`src/rtl/half_adder.sv`:
```
// rtl/half_adder.sv - pipelined unsigned adder with valid tracking and zero-extended carry
module half_adder #(
  parameter int DATA_W  = 9,
  parameter int LATENCY = 1
) (
  input  logic              clk,
  input  logic              rst_n,
  input  logic [DATA_W-1:0] data_in0,
  input  logic [DATA_W-1:0] data_in1,
  input  logic              in_valid,
  output logic [DATA_W:0]   data_out,
  output logic              out_valid
);

  // Per-stage data and valid; the last stage drives the outputs directly.
  logic [DATA_W:0] stage_data  [LATENCY];
  logic            stage_valid [LATENCY];

  // First stage: sum the operands, keeping the carry in the extra MSB; hold the
  // previous sum when nothing valid is presented.
  always_ff @(posedge clk or negedge rst_n) begin
    if (!rst_n) begin
      stage_data[0]  <= '0;
      stage_valid[0] <= 1'b0;
    end else begin
      stage_valid[0] <= in_valid;
      if (in_valid) begin
        stage_data[0] <= {1'b0, data_in0} + {1'b0, data_in1};
      end
    end
  end

  // Later stages forward the sum only alongside a valid bit, otherwise hold.
  for (genvar g = 1; g < LATENCY; g++) begin : g_stage
    always_ff @(posedge clk or negedge rst_n) begin
      if (!rst_n) begin
        stage_data[g]  <= '0;
        stage_valid[g] <= 1'b0;
      end else begin
        stage_valid[g] <= stage_valid[g-1];
        if (stage_valid[g-1]) begin
          stage_data[g] <= stage_data[g-1];
        end
      end
    end
  end

  assign data_out  = stage_data[LATENCY-1];
  assign out_valid = stage_valid[LATENCY-1];

endmodule

```
`config.mk`:
```
export PLATFORM = sky130hd
export DESIGN_NAME = half_adder
export DESIGN_NICKNAME = d
export VERILOG_FILES = /design/src/rtl/half_adder.sv
export SDC_FILE = /design/constraint.sdc
export NUM_CORES = 1
export LEC_CHECK = 0
export CAP_MARGIN = 20
export CORE_ASPECT_RATIO = 1.25
export CORE_MARGIN = 2
export CORE_UTILIZATION = 50
export CTS_BUF_LIST = sky130_fd_sc_hd__clkbuf_8
export DETAILED_ROUTE_END_ITERATION = 7
export DONT_BUFFER_PORTS = 1
export HOLD_SLACK_MARGIN = 0.05
export PLACE_DENSITY = 0.65
export SLEW_MARGIN = 20
export SYNTH_ARGS = -nofsm -noshare
export SYNTH_HDL_FRONTEND = slang
export SYNTH_SLANG_ARGS = --single-unit
export TNS_END_PERCENT = 10
```
`constraint.sdc`:
```
create_clock -name clk -period 1.65 [get_ports clk]
set_input_delay 0.33 -clock clk [delete_from_list [all_inputs] [get_ports clk]]
set_output_delay 0.33 -clock clk [all_outputs]
set_load 0.005 [all_outputs]
```
# Word level (Yosys, flattened, before mapping)
# Index checks and enable logic that the tools add are counted.
# W data, S select, Z words.
[classes] add_sub_neg=1
[op_table] cell="$add A9 B9 Y10" n=1
[totals] register_bits=11 output_inout_bits=11

# Longest topological paths before layout
# Gate-level depths: netlist (run 1).
[depth] depth_word=1 ltp_mapped=7

# Least setup slack after synthesis (run 1)
# Ideal clock, no wire load.
[synth_timing] kind="input port to flip-flop" from="in data_in0[0]" to="reg stage_data, in the netlist data_out[8]" arrival_time_ns=1.532 required_time_ns=1.563 path_slack_ns=0.031 path_stages=7 setup_time_ns=0.087 path_cell_list="ha_1 -> inv_1 -> fa_1 -> nor2b_1 -> o31ai_1 -> a211o_1 -> o211ai_1"
[synth_via] elab_chain_len=1
[synth_lines] item="start: declaration" line="8" text="input logic [DATA_W-1:0] data_in0,"
[synth_lines] item="$add A9 B9 Y10" line="28" text="stage_data[0] <= {1'b0, data_in0} + {1'b0, data_in1};"
[synth_lines] item="end: declaration" line="16" text="logic [DATA_W:0] stage_data [LATENCY];"
# No other way between the ends.
# A chain may end at the register's enable or synchronous reset.

# Worst setup path after layout (run 1)
[layout_timing] from="in data_in0[1]" to="reg stage_data, in the netlist data_out[5]"
# The elaborated chain is that of the path after synthesis.

==> flow_summary.ini, run 1 <==
[global_route]
gr-total-overflow = 0
antenna_found_initial = 0
number_of_global_route_vias_before_repair = 671
grt_first_pass_wirelength_microns = 2820
largest_net_degree_at_the_start_of_global_routing = 19
globalRouteTotalUtil_pct = 19.9

[finish]
layout.filler_cells = 138
drive_gt1_share_pct = 13.8
final_core_util_pct = 59.6
multi_input_comb_area_sq_um = 533
final_nets = 126
num_antenna_cells = 0
stdcell_area_sq_um = 942
area_growth_pct = 10.9
seqCellArea_sq_um = 275

[detailed_routing]
route.vias.total = 738
drt-total-wl_microns = 1800
initialDrtViolationCount = 6
detail-route-antenna-nets = 0
post_drt_via_cell_ratio = 6.59
detail_route.first_pass.iterations = 4
post-route-drc-count = 0
wl_per_cell_microns = 16.0

[logic_synthesis]
async_reset_ff_share_pct = 100
post_synthesis_cell_type_with_the_largest_combined_area = sky130_fd_sc_hd__dfrtp_1
syn_nets = 118
synth-edff-count = 0
synthesis.instances = 87
ys_seq_area_share_pct = 32.4
synth.cell_area_sq_um = 850
synth.top_cells.by_area = sky130_fd_sc_hd__dfrtp_1 32%, sky130_fd_sc_hd__ha_1 13%, sky130_fd_sc_hd__a211oi_1 3.5%
synth_top_flop_cell = sky130_fd_sc_hd__dfrtp_1
synth_top_area_share_pct = 32.4
synth.distinct_cells = 42
postSynthRegisterBits = 11
synthesis.area_per_instance_sq_um = 9.77
synthesis.yosys.warnings = 0

[floorplanning]
initial_core_util_pct = 53.7
dieWidth_microns = 40.9
core-area_sq_um = 1580
die_h_microns = 50.1
num_rows = 16
floorplan.die_area_sq_um = 2050
floorplan.io_pins = 32

[min_path]
worst_hold_path_type = primary input to register
worst_hold_path.num_cells = 0

[power]
p_sw_share_pct = 30.4
combinational_share_of_power_pct = 25.5
ir_worst_vdd_uv = 422
clock_power_share_pct = 32.8
p_sw_uw = 255
power.leakage_nw = 0.412
internal_power_uw = 583
power.sequential.fraction_pct = 41.7
cellPowerDensity_nw_per_um2 = 889

[sta]
postLayoutSetupSlackWorst_ns = 0.188
final.setup.tns_ns = 0
setup_viol = 0
fmax_ghz = 0.684
clock-skew-final_ns = 0
grt_setup_unrepaired = false
final_min_period_over_clock_period_pct = 88.6
maxSlewViolCount = 0
slew_worst_pin_ns = 0.526
layout_min_cycle_time_ns = 1.46
finalHoldViolations = 0
max_slew_margin_vs_limit_pct = 64.8

[critical_path]
critical_path.slowest_cell = sky130_fd_sc_hd__a2111o_1
critical_path.cell_chain = ha_1, a211oi_2, o21bai_1, a2111o_1, o311ai_1
worst-r2r-cell-count = 3
worst_setup_path_end_kind = register
cpPeakStageDelay_ns = 0.43
crit_arrival_ns = 1.61
crit_path_start_kind = primary input
timing.critical_path.fanout_max = 3
worstPathRequired_ns = 1.79
worst_setup_path_type = primary input to register

[clock_network]
clk_transition_reported_paths_ns = 0.06
cts_tree = built
cts_root_buf = sky130_fd_sc_hd__clkbuf_8
post-cts-setup-buffer-count = 0
cts-resized-gates = 0
htree_levels = 1
cts.hold.buffers_added = 1
sink_count_of_the_clock_tree = 11
worstSkewPairLatency_ns = 0.24
number_of_buffers_created_by_cts = 3
clock_path_buffers = 2

[placement]
place_ws_ns = -0.0453
routabilityCongestion = 0.763
placement.cell_area_sq_um = 887
place_hpwl_microns = 1390
count_of_input_and_output_buffers = 0

[flow_run]
drv_cap = 0

[status]
run_status = complete, no violations
-- layout make-up --
class / count / area share (%)
Multi-Input combinational cell: 67 / 56.6
Sequential cell: 11 / 29.2
Clock buffer: 3 / 4.38
Timing Repair Buffer: 5 / 4.25
Inverter: 7 / 2.79
Tap cell: 18 / 2.39
Clock inverter: 1 / 0.398
-- registers in the layout, indices dropped and copies added, names as in the netlist --
name	flops
data_out	10
out_valid	1
-- stage by stage --
stage	hold WS [ns]	power [mW]	cells
3_3_place_gp	0.0347	0.558	107
6_report	0.119	0.838	112
2_1_floorplan	0.0344	0.516	87
4_1_cts	0.116	0.839	112
3_5_place_dp	0.0347	0.561	107
5_1_grt	0.108	0.893	112
-- cell usage after synthesis, drive strengths merged (3+ instances only) --
master / number
inv: 7
nor2: 3
a211oi: 5
ha: 9
a21oi: 3
or3: 4
o21ai: 5
dfrtp: 11
-- kinds of logic after synthesis --
group / share of synthesized area, %
AOI/OAI and AO/OA: 28.4
xor gates and xnor gates: 1.03
adders and majority gates: 15.6
buffers and inverters: 4.86
DFF: 32.4
muxes: 2.65
and+or+nand+nor: 15.0
-- power groups by stage --
stage	logic, mW	registers (mW)	clock network [mW]
6_report	0.214	0.349	0.275
5_1_grt	0.241	0.357	0.296
4_1_cts	0.215	0.351	0.273
3_5_place_dp	0.206	0.356	0
3_3_place_gp	0.203	0.355	0
2_1_floorplan	0.170	0.346	0
-- worst max-delay path, delay by kind of cell --
| kind | cells | cell delay (ns) |
|---|---|---|
| fa+ha+maj | 1 | 0.31 |
| compound gates | 4 | 0.97 |
-- layer usage --
metal,GRT usage [%],up-vias,wire [microns]
met1,27.5,353,782
met4,11.1,0,25
li1,-,355,-
met2,28.1,26,882
met5,0,-,0
met3,3.60,4,106
-- placed cells by master, fill, tap and decap left out, drive strengths merged --
cell type	count
a2111o	2
a211o	1
a211oi	5
a21o	2
a21oi	3
a311oi	1
a31oi	1
and3	2
buf	4
clkbuf	3
dfrtp	11
dlygate4sd3	1
fa	1
ha	9
inv	8
mux2	2
nand2	2
nand3	1
nand3b	1
nand4	1
nor2	3
nor2b	2
nor3	2
nor3b	1
nor4	1
nor4b	1
o2111ai	1
o211ai	2
o21a	2
o21ai	5
o21bai	1
o221ai	1
o2bb2ai	1
o311ai	1
o31a	2
o31ai	1
or2	1
or3	4
xnor2	1
-- path summary, 6_finish.rpt --
kind / from / to / slack (ns)
max: data_in0[1] / data_out[5] / 0.19
min: in_valid / out_valid / 0.12
max reg2reg: data_out[6] / data_out[6] / 0.77
min reg2reg: data_out[4] / data_out[4] / 0.51
max in group asynchronous: rst_n / data_out[8] / 0.79
min in group asynchronous: rst_n / data_out[3] / 0.50
Power figures use the tool's default switching activity.
==> run 2, diff against run 1 <==
--- a/config.mk
+++ b/config.mk
@@ -7,5 +7,4 @@
 export LEC_CHECK = 0
 export CAP_MARGIN = 20
-export CORE_ASPECT_RATIO = 1.25
 export CORE_MARGIN = 2
 export CORE_UTILIZATION = 50
==> constraint.sdc (replaced) <==
create_clock -name clk -period 1.65 [get_ports clk]
set_input_delay 0.4125 -clock clk [delete_from_list [all_inputs] [get_ports clk]]
set_output_delay 0.4125 -clock clk [all_outputs]
set_load 0.005 [all_outputs]
==> flow_summary.ini, run 2 (same netlist as run 1, synthesis figures left out) <==
[floorplanning]
core-area_sq_um = 1540
floorplan.io_pins = 32
floorplan.die_area_sq_um = 2040
num_rows = 14
initial_core_util_pct = 55.1
die_h_microns = 45.2
dieWidth_microns = 45.2

[clock_network]
cts_root_buf = sky130_fd_sc_hd__clkbuf_8
number_of_buffers_created_by_cts = 3
htree_levels = 1
worstSkewPairLatency_ns = 0.23
clock_path_buffers = 2
sink_count_of_the_clock_tree = 11
clk_transition_reported_paths_ns = 0.05
cts_tree = built

[critical_path]
critical_path.cell_chain = ha_1, inv_1, fa_2, nor2b_1, o31a_1, o21a_1, o211ai_1
worst_setup_path_type = primary input to register
timing.critical_path.fanout_max = 3
worst_setup_path_end_kind = register
critical_path.slowest_cell = sky130_fd_sc_hd__fa_2
crit_arrival_ns = 1.63
startpoint = data_in0[0]
worstPathRequired_ns = 1.76
crit_reg_reg_startpoint = data_out[8]
cpPeakStageDelay_ns = 0.34
crit_path_start_kind = primary input

[global_route]
antenna_found_initial = 0
globalRouteTotalUtil_pct = 21.6
grt_first_pass_wirelength_microns = 3070
number_of_global_route_vias_before_repair = 736
gr-total-overflow = 0
largest_net_degree_at_the_start_of_global_routing = 19

[finish]
final_cell_mix = 11 x sky130_fd_sc_hd__dfrtp_1, 9 x sky130_fd_sc_hd__ha_1, 7 x sky130_fd_sc_hd__buf_4
mostFrequentLayoutCell = sky130_fd_sc_hd__dfrtp_1
num_antenna_cells = 0
drive_gt1_share_pct = 17.5
stdcell_area_sq_um = 965
final_nets = 129
area_growth_pct = 13.5
final_core_util_pct = 62.6
layout.filler_cells = 135
largest_register_ffs = 10

[placement]
routabilityCongestion = 0.882
count_of_input_and_output_buffers = 0
place_hpwl_microns = 1480
placement.cell_area_sq_um = 910

[min_path]
worst_hold_path_type = primary input to register
worst_hold_startpoint = in_valid

[detailed_routing]
detail-route-antenna-nets = 0
post-route-drc-count = 0
wl_per_cell_microns = 16.5
drt-total-wl_microns = 1870
post_drt_via_cell_ratio = 6.33
detail_route.first_pass.iterations = 4
route.vias.total = 715
initialDrtViolationCount = 25

[sta]
final_min_period_over_clock_period_pct = 92.0
clock-skew-final_ns = 0
slew_worst_pin_ns = 0.515
maxSlewViolCount = 0
setup_viol = 0
final.setup.tns_ns = 0
grt_setup_unrepaired = false
finalHoldViolations = 0
max_slew_margin_vs_limit_pct = 65.5
fmax_ghz = 0.659
layout_min_cycle_time_ns = 1.52

[power]
power.leakage_nw = 0.425
cellPowerDensity_nw_per_um2 = 866
ir_worst_vdd_uv = 769
total_power_uw = 836

[status]
run_status = complete, no violations

[flow_run]
drv_cap = 0
==> run 2: changes by cell type in the layout (fill, tap and decap cells not counted), sizes merged <==
| cell | delta |
|---|---|
| buf | +3 |
==> run 2: cell type report <==
cell class | instances | area (sq um) | area share, %
Clock buffer | 3 | 41.3 | 4.28
Timing Repair Buffer | 8 | 62.6 | 6.49
Tap cell | 16 | 20.0 | 2.08
Multi-Input combinational cell | 67 | 536 | 55.5
Sequential cell | 11 | 275 | 28.5
Clock inverter | 1 | 3.75 | 0.389
Inverter | 7 | 26.3 | 2.72
==> run 2: power breakdown <==
part / switching (mW) / internal, mW / total [mW]
Clock: 0.0942 / 0.163 / 0.257
Sequential: 0.0356 / 0.316 / 0.352
Combinational: 0.116 / 0.111 / 0.227
Total: 0.246 / 0.590 / 0.836
==> run 2: critical path, delay by kind of cell <==
| kind | cells | cell delay, ns |
|---|---|---|
| buffers and inverters | 1 | 0.07 |
| AOI/OAI and AO/OA | 3 | 0.42 |
| adders and majority gates | 2 | 0.52 |
| and+or+nand+nor | 1 | 0.20 |
==> run 2: timing repair <==
action	4_1_cts	5_1_grt
buffers inserted	0	0
hold buffers	1	0
resized for setup	0	0
hold endpoints to repair	11	0
endpoints found under the setup margin	0	0
==> run 2: through the flow <==
| step | setup slack, ns | hold WS (ns) | cells |
|---|---|---|---|
| 2_1_floorplan | -0.00175 | 0.117 | 87 |
| 3_3_place_gp | -0.0856 | 0.117 | 108 |
| 3_5_place_dp | -0.102 | 0.117 | 108 |
| 4_1_cts | 0.143 | 0.203 | 113 |
| 5_1_grt | 0.0546 | 0.191 | 113 |
| 6_report | 0.133 | 0.209 | 113 |
==> run 2: metal layers <==
| metal | share of wire [%] | routed length (microns) | track usage, % | vias to the layer above |
|---|---|---|---|---|
| li1 | - | - | - | 358 |
| met1 | 44 | 820 | 26.4 | 326 |
| met2 | 47 | 871 | 34.0 | 29 |
| met3 | 8.6 | 160 | 9.60 | 2 |
| met4 | 0.80 | 15 | 7.06 | 0 |
| met5 | 0 | 0 | 0 | - |
==> run 2: path summary, 6_finish.rpt <==
kind / slack [ns] / cells past startpoint / endpoint
max reg2reg: 0.72 / 2 / data_out[8]
min: 0.21 / 0 / out_valid
max: 0.13 / 7 / data_out[6]
min in group asynchronous: 0.58 / 1 / data_out[1]
min reg2reg: 0.50 / 2 / data_out[1]
max in group asynchronous: 0.71 / 1 / data_out[9]
==> run 3, diff against run 2 <==
- CORE_UTILIZATION: 50 -> 42
- PLACE_DENSITY: 0.65 -> 0.56
==> flow_summary.ini, run 3 (same netlist as run 1, synthesis figures left out) <==
[detailed_routing]
drt-total-wl_microns = 1880
post_drt_via_cell_ratio = 5.69
post-route-drc-count = 0
route.vias.total = 705
detail_route.first_pass.iterations = 4
initialDrtViolationCount = 7
wl_per_cell_microns = 15.2
detail-route-antenna-nets = 0

[power]
power.leakage_nw = 0.425
power.sequential.fraction_pct = 41.8
combinational_share_of_power_pct = 26.5
clock_power_share_pct = 31.7
total_power_uw = 839
cellPowerDensity_nw_per_um2 = 857
p_sw_share_pct = 29.7
ir_worst_vdd_uv = 617
p_sw_uw = 249
internal_power_uw = 589

[global_route]
number_of_global_route_vias_before_repair = 696
globalRouteTotalUtil_pct = 17.2
largest_net_degree_at_the_start_of_global_routing = 19
gr-total-overflow = 0
antenna_found_initial = 0
grt_first_pass_wirelength_microns = 3190

[critical_path]
worst_setup_path_type = primary input to register
crit_arrival_ns = 1.67
endpoint = data_out[8]
worstPathRequired_ns = 1.81
timing.critical_path.fanout_max = 3
minimum_setup_slack_among_reg_to_reg_paths_ns = 0.75
crit_reg_reg_startpoint = data_out[6]
critical_path.cell_chain = ha_1, inv_1, fa_2, nor2b_1, o31ai_1, a211o_1, o211ai_1
worst-r2r-cell-count = 3
worst_setup_path_end_kind = register
worstReg2RegEnd = data_out[6]
critical_path.slowest_cell = sky130_fd_sc_hd__fa_2
startpoint = data_in0[0]
crit_path_start_kind = primary input
cpPeakStageDelay_ns = 0.34

[sta]
grt_setup_unrepaired = false
postLayoutSetupSlackWorst_ns = 0.137
final.setup.tns_ns = 0
layout_min_cycle_time_ns = 1.51
max_slew_margin_vs_limit_pct = 63.6
finalHoldViolations = 0
slew_worst_pin_ns = 0.544
fmax_ghz = 0.661
timing.hold.ws_ns = 0.206
clock-skew-final_ns = 0
maxSlewViolCount = 0
final_min_period_over_clock_period_pct = 91.7
setup_viol = 0

[placement]
place_ws_ns = -0.131
count_of_input_and_output_buffers = 0
routabilityCongestion = 0.754
dp_cells = 119
placement.cell_area_sq_um = 923
place_hpwl_microns = 1480

[floorplanning]
num_rows = 16
floorplan.io_pins = 32
floorplan.die_area_sq_um = 2400
core-area_sq_um = 1940
initial_core_util_pct = 43.8
die_h_microns = 49.0
dieWidth_microns = 49.0

[finish]
num_antenna_cells = 0
drive_gt1_share_pct = 17.5
final_cell_mix = 11 x sky130_fd_sc_hd__dfrtp_1, 9 x sky130_fd_sc_hd__ha_1, 7 x sky130_fd_sc_hd__buf_4
stdcell_area_sq_um = 978
area_growth_pct = 15.2
final_core_util_pct = 50.4
layout.filler_cells = 197
largest_register_ffs = 10
final_nets = 129
final_cell_count_no_fill = 124
multi_input_comb_area_sq_um = 536
mostFrequentLayoutCell = sky130_fd_sc_hd__dfrtp_1
seqCellArea_sq_um = 275

[clock_network]
number_of_buffers_created_by_cts = 3
clock_path_buffers = 2
cts_tree = built
sink_count_of_the_clock_tree = 11
htree_levels = 1
cts-resized-gates = 0
clk_transition_reported_paths_ns = 0.05
cts_root_buf = sky130_fd_sc_hd__clkbuf_8
worstSkewPairLatency_ns = 0.23

[status]
run_status = complete, no violations

[min_path]
worst_hold_path_type = primary input to register

[flow_run]
drv_cap = 0
-- run 3: cell counts in the layout (fill, tap and decap cells not counted) --
Identical to the previous run, type by type.
-- run 3: power by group through the flow --
stage	clock (mW)	combinational, mW	sequential (mW)
after floorplan	0	0.171	0.346
after global placement	0	0.214	0.355
after detailed placement	0	0.217	0.355
after CTS	0.273	0.225	0.352
after global routing	0.291	0.255	0.356
final	0.266	0.223	0.350
-- run 3: worst max-delay path, delay by kind of cell --
kind,cells,cell delay (ns)
simple gates,1,0.20
buf+inv,1,0.07
compound gates,3,0.47
fa+ha+maj,2,0.53
-- run 3: cell type report --
class	instances	share of cell area (%)
Timing Repair Buffer	8	6.39
Sequential cell	11	28.1
Clock buffer	3	4.22
Inverter	7	2.69
Multi-Input combinational cell	67	54.7
Tap cell	27	3.45
Clock inverter	1	0.384
-- run 3: how the worst min path moves through the flow --
stage / start / endpoint / slack (ns) / depth (start not counted)
after detailed placement: rst_n / data_out[4] / 0.12 / 0
final: in_valid / out_valid / 0.21 / 0
after global placement: rst_n / data_out[1] / 0.12 / 0
after floorplan: rst_n / data_out[0] / 0.12 / 0
after CTS: in_valid / out_valid / 0.20 / 0
after global routing: in_valid / out_valid / 0.19 / 0
-- run 3: routing by layer --
| layer | global-route usage, % | part of all wire (%) |
|---|---|---|
| met1 | 22.7 | 49 |
| met2 | 27.2 | 45 |
| met3 | 5.83 | 5.7 |
| met4 | 4.29 | 0.69 |
| met5 | 0 | 0 |
-- run 3: timing repair --
action	in CTS	in global routing
hold buffers	1	0
setup buffers	0	0
hold endpoints to repair	11	0
